--- src/rtl/rx_frame_sequencer.sv ---
// rx_frame_sequencer: steps a one-hot load enable across NUM_REGS byte slots
// on each verified-byte strobe. Optional idle watchdog: RX_FRAME_TIMEOUT_EN.
module rx_frame_sequencer #(
    parameter int NUM_REGS       = 4,
    parameter int TIMEOUT_CYCLES = 50000,
    localparam int IDX_W         = $clog2(NUM_REGS)
) (
    input  logic                clk,
    input  logic                rst,
    input  logic                inicio_datos,
    input  logic                cod_verificado,
    input  logic                abort,
    output logic [NUM_REGS-1:0] registros,
    output logic                active,
    output logic                busy,
    output logic [IDX_W-1:0]    index,
    output logic                timeout_err,
    output logic [7:0]          frame_cnt
);

    typedef enum logic [1:0] {
        IDLE    = 2'b00,
        CAPTURE = 2'b01,
        DONE    = 2'b10
    } state_t;

    localparam logic [IDX_W-1:0] LAST_IDX = IDX_W'(NUM_REGS - 1);

    state_t           state_q, state_d;
    logic [IDX_W-1:0] index_q, index_d;
    logic [7:0]       frame_cnt_q;
    logic             to_hit;

`ifdef RX_FRAME_TIMEOUT_EN
    localparam logic [15:0] TO_LAST = 16'(TIMEOUT_CYCLES - 1);

    logic [15:0] wd_q, wd_d;
    logic        to_err_q;

    // Watchdog: counts silent CAPTURE cycles, cleared by strobes and outside CAPTURE
    always_comb begin
        to_hit = 1'b0;
        wd_d   = '0;
        if (state_q == CAPTURE && !cod_verificado) begin
            wd_d = wd_q + 16'd1;
            if (wd_q == TO_LAST) begin
                to_hit = !abort;
                wd_d   = '0;
            end
        end
    end

    // Watchdog counter and one-cycle error pulse registers
    always_ff @(posedge clk or posedge rst) begin
        if (rst) begin
            wd_q     <= '0;
            to_err_q <= 1'b0;
        end else begin
            wd_q     <= wd_d;
            to_err_q <= to_hit;
        end
    end

    assign timeout_err = to_err_q;
`else
    assign to_hit      = 1'b0;
    assign timeout_err = 1'b0;
`endif

    // State and slot index registers
    always_ff @(posedge clk or posedge rst) begin
        if (rst) begin
            state_q <= IDLE;
            index_q <= '0;
        end else begin
            state_q <= state_d;
            index_q <= index_d;
        end
    end

    // Next-state logic: abort beats strobe, strobe beats timeout
    always_comb begin
        state_d = state_q;
        index_d = index_q;
        case (state_q)
            IDLE: begin
                index_d = '0;
                if (inicio_datos) begin
                    state_d = CAPTURE;
                end
            end
            CAPTURE: begin
                if (abort) begin
                    state_d = IDLE;
                    index_d = '0;
                end else if (cod_verificado) begin
                    if (index_q == LAST_IDX) begin
                        state_d = DONE;
                        index_d = '0;
                    end else begin
                        index_d = index_q + 1'b1;
                    end
                end else if (to_hit) begin
                    state_d = IDLE;
                    index_d = '0;
                end
            end
            DONE: begin
                state_d = IDLE;
                index_d = '0;
            end
            default: begin
                state_d = IDLE;
                index_d = '0;
            end
        endcase
    end

    // Completed-frame counter, wraps silently
    always_ff @(posedge clk or posedge rst) begin
        if (rst) begin
            frame_cnt_q <= '0;
        end else if (state_q == DONE) begin
            frame_cnt_q <= frame_cnt_q + 8'd1;
        end
    end

    // Moore outputs decoded from the current state
    always_comb begin
        registros = '0;
        busy      = 1'b0;
        active    = 1'b0;
        index     = '0;
        case (state_q)
            CAPTURE: begin
                registros[index_q] = 1'b1;
                busy               = 1'b1;
                index              = index_q;
            end
            DONE: begin
                active = 1'b1;
            end
            default: begin
                busy = 1'b0;
            end
        endcase
    end

    assign frame_cnt = frame_cnt_q;

endmodule

--- config.mk ---
export PLATFORM = sky130hd
export DESIGN_NAME = rx_frame_sequencer
export DESIGN_NICKNAME = d
export VERILOG_FILES = /design/src/rtl/rx_frame_sequencer.sv
export SDC_FILE = /design/constraint.sdc
export NUM_CORES = 1
export LEC_CHECK = 0
export CORE_UTILIZATION = 46
export DETAILED_ROUTE_END_ITERATION = 12
export GPL_TIMING_DRIVEN = 0
export HOLD_SLACK_MARGIN = 0.12
export PLACE_DENSITY = 0.79
export SYNTH_ARGS = -nofsm -noshare
export SYNTH_HDL_FRONTEND = slang
export SYNTH_SLANG_ARGS = --single-unit
export TNS_END_PERCENT = 1
--- constraint.sdc ---
create_clock -name clk -period 2 [get_ports clk]
set_clock_uncertainty 0.15 [all_clocks]
set_input_delay 0.3 -clock clk [delete_from_list [all_inputs] [get_ports clk]]
set_output_delay 0.3 -clock clk [all_outputs]
set_load 0.01 [all_outputs]
== Word level (Yosys, flattened, before mapping) ==
Cells that the tools add are included.

* Register bits after elaboration: 12
* Output and inout bits: 17
* Word-level logic and storage cells: 31

* Add/subtract/negate cells: 2
* Order comparisons: 2
* Eq/ne operators: 6
* Multiplexer cells: 15
* Reductions and logical operators: 3

{| class="wikitable"
|+ Operators by type and width
! kind !! count
|-
| $mux 2 || 9
|-
| $add 8x1->8 const B || 1
|-
| $ne 3x3->1 const B || 2
|-
| $eq 2x2->1 const B || 2
|-
| $mux 4 || 1
|-
| $pmux 2 s2 || 1
|-
| $lt 2x3->1 const B || 1
|-
| $mux 1 || 3
|-
| $reduce_and 3->1 || 1
|-
| $add 2x1->2 const B || 1
|-
| $demux 1 s2 || 1
|-
| $eq 2x1->1 const B || 1
|-
| $ge 2x1->1 const B || 1
|-
| $logic_not 2->1 || 1
|-
| $ne 2x2->1 const B || 1
|-
| $logic_and 1x1->1 || 1
|}

== Depth between registers and ports, before layout ==
* Depth in word-level cells: 5
* Mapped depth: 4
* Depth with buffers taken out: 4

== Worst setup path before layout ==
Ideal clock, no wire load.

* Kind: register to output
* From: reg state_q[1]
* To: out registros[0]
* Arrival time: 0.904 ns
* Required time: 1.550 ns
* Setup slack: 0.646 ns
* Stages on the path, launching flop included: 4
* Path buffers: 0
* Cells stage by stage: dfrtp_1 -> nand2b_1 -> inv_1 -> and2_1

* Cells in the longest elaborated chain, start to end: 2

{| class="wikitable"
|+ Ends and longest elaborated chain
! item !! line !! source
|-
| start: declaration || 29 || <nowiki>state_t state_q, state_d;</nowiki>
|-
| start signal: assignment || 76 || <nowiki>state_q <= state_d;</nowiki>
|-
| $eq 2x1->1 || 134 || <nowiki>case (state_q)</nowiki>
|-
| $mux 4 || 134 ||
|-
| end: declaration || 13 || <nowiki>output logic [NUM_REGS-1:0] registros,</nowiki>
|}

No other way between the ends.

== Final worst setup path ==
* From: reg state_q[1]
* To: out index[1]

* Cells in the longest elaborated chain, start to end: 2

{| class="wikitable"
|+ Ends and longest elaborated chain
! item !! line !! source
|-
| $eq 2x1->1 || 134 ||
|-
| $mux 2 || 134 ||
|-
| end: declaration || 16 || <nowiki>output logic [IDX_W-1:0] index,</nowiki>
|}

No other way between the ends.

==> flow_summary.toml <==
[routing]
detail_route.first_pass.iterations = 4
routed_wire_length_per_instance_um = 12.1
antenna_violating_nets_post_route = 0
drt_iter0_markers = 4
drc = 0
wl_mm = 1.20
vias = 485
vias_per_inst = 4.90

[critical_path]
critical_path.cell_chain = "nand2b_4 > nor2_1 > clkdlybuf4s50_1"
timing.critical_path.from_type = "flip-flop"
critical_path_arrival_ns = 1.48
timing.rr.start = "state_q[0]"
worst_path_max_delay_cell = "clkdlybuf4s50_1"
crit_path_max_incr_delay_ns = 0.54
worstRegToRegCells = 3
end_kind = "primary output"
path_class = "reg2out"
timing.critical_path.fanout_max = 6
reg2reg_to = "frame_cnt[7]"
reg2reg_setup_slack_ns = 0.71
critical_path_required_ns = 1.55

[global_routing]
vias_in_the_first_global_route = 378
globalRouteTotalUtil_pct = 16.9
initial_antenna_violation_count = 0
grt_pass1_wl_mm = 1.69
grt_overflow_total = 0
grt_max_degree = 13

[layout]
drive_above_1_share_pct = 19.0
area_delta_synth_final_pct = 44.9
antenna_cells_inserted = 0
final_net_count = 95
layoutNonFillerInstCount = 99
most-common-layout-cells = "15 x clkdlybuf4s50_1, 10 x dfrtp_1, 6 x xnor2_1"
utilization_pct = 71.4
layout.cells.most_common = "clkdlybuf4s50_1"

[yosys]
synth_compound_area_share_pct = 1.58
synth.lib_cells_used.distinct = 21
synth_enable_flop_cells = 0
synthesis.yosys.warnings = 0
synth.area.mux_share_pct = 4.94
synth_xor_area_share_pct = 9.68
synth_fp_nets = 69
synthAdderAreaFrac_pct = 9.88
share_of_flip_flops_with_an_asynchronous_set_or_reset_pct = 100
combinational_family_with_the_most_area_after_synthesis = "simple AND/OR/NAND/NOR gates"
syn_area_um2 = 633
synth_sequential_area_ratio_pct = 47.4
synthesis.area_per_instance_um2 = 10.7
yosys_register_bits = 12
cell_count_after_synthesis = 59
synthSimpleGateAreaFrac_pct = 20.0
prevailing_post_synth_register_cell = "dfrtp_1"

[placement]
placed_cells_incl_taps = 94
port_buffers = 20
gp_congestion = 0.745
dp_slack_ns = 0.135
detailedPlacementHpwl_um = 832

[cts]
clk_pin_slew_worst_paths_ns = 0.07
tritoncts_num_sinks = 12
htreeDepth = 1
worst_skew_pair.late_latency_ns = 0.27
cts.root.buffer_cell = "clkbuf_4"
cts-buffers-inserted = 3
clock_path_buffers = 2
cts_tree = "done"

[power]
power.density_mw_per_mm2 = 546
leakage_component_of_the_power_nw = 0.492
max-vdd-ir-drop_v = 0.000462

[timing]
layout_min_cycle_time_ns = 1.93
timing.setup.tns_ns = 0
max_clock_freq_ghz = 0.518
report.final.setup_viol = 0
slew_viol_final = 0
rsz0062_at_grt = "no"
final_hold_viol_count = 0
post-route-period-util_pct = 96.5
worst_path_setup_slack_after_routing_ns = 0.0692

[die]
rows = 13
floorplan.io_pins = 22
dieWidth_um = 39.1
floorplan.die_area_mm2 = 0.00153
core_box_area_mm2 = 0.00128
initial_utilization_pct = 49.3
die_y_um = 39.1

[run]
cap_viol_max_count = 0

[outcome]
outcome = "complete, no violations"

[hold_path]
min-delay-path-class = "in2async"
## routing by layer
layer	vias up	wire [µm]	track usage (%)	part of all wire (%)
li1	242	-	-	-
met1	233	554	23.0	46
met2	10	585	24.2	49
met3	0	55	8.67	4.6
met4	0	0	2.59	0
met5	-	0	0	0
## cell usage after synthesis (2+ instances only)
master   count  area, µm²
xnor2_1      6       52.6
mux2i_1      2       20.0
and2_1       4       25.0
nand2_1      3       11.3
nand4_1      4       25.0
a21oi_1      2       10.0
ha_1         5       62.6
inv_1        5       18.8
dfrtp_1     12        300
nor3_1       3       15.0
nor2_1       3       11.3
## power breakdown
group          switching (mW)  internal, mW  leakage (nW)
combinational          0.0272        0.0304         0.309
sequential            0.00649         0.247         0.162
clock                  0.0794         0.111        0.0210
## flip-flops by register name, indices dropped and copies added, names as in the netlist
signal and flops:
index_q 2, state_q 2, frame_cnt 8
## worst max path at each step
stage / from / end / slack (ns)
3_3_place_gp: state_q[1] / registros[0] / 0.14
2_1_floorplan: state_q[1] / registros[0] / 0.65
4_1_cts: index_q[0] / registros[2] / -0.05
3_5_place_dp: state_q[1] / registros[0] / 0.14
5_1_grt: state_q[1] / index[1] / 0.02
6_report: state_q[1] / index[1] / 0.07
## layout make-up
type | instances | area, µm²
fillers | 114 | 368
multi-input cells | 40 | 305
flip-flops and latches | 12 | 303
repair buffers | 21 | 216
clock buffers | 4 | 36.3
plain buffers | 2 | 18.8
inverters | 5 | 18.8
well taps | 15 | 18.8
## critical path: cells and delay by family, from the launching register on
kind / cells / cell delay [ns]
DFF: 1 / 0.40
and+or+nand+nor: 2 / 0.27
buffers and inverters: 1 / 0.54
## per-stage QoR
stage / total power [mW] / hold slack [ns] / cell area, µm²
finish: 0.501 / 0.178 / 917
CTS: 0.509 / 0.185 / 902
floorplan: 0.284 / 0.0147 / 633
global placement: 0.312 / 0.299 / 852
detailed placement: 0.313 / 0.310 / 852
global route: 0.526 / 0.212 / 917
## what timing repair did
| action | 4_1_cts | 5_1_grt |
|---|---|---|
| endpoints found under the setup margin | 7 | 4 |
| gates resized for setup | 4 | 9 |
| buffers inserted | 1 | 0 |
| cloned | 0 | 0 |
| hold buffers | 0 | 0 |
## logic make-up (layout without fill, tap and decap cells)
family | Yosys count | count (layout)
other | 1 | 1
adders and majority gates | 5 | 5
AOI/OAI and AO/OA | 2 | 2
DFF | 12 | 12
buffers and inverters | 7 | 32
and+or+nand+nor | 22 | 22
muxes | 3 | 3
xor gates and xnor gates | 7 | 7
No activity file was read; power rests on OpenSTA's default activity.
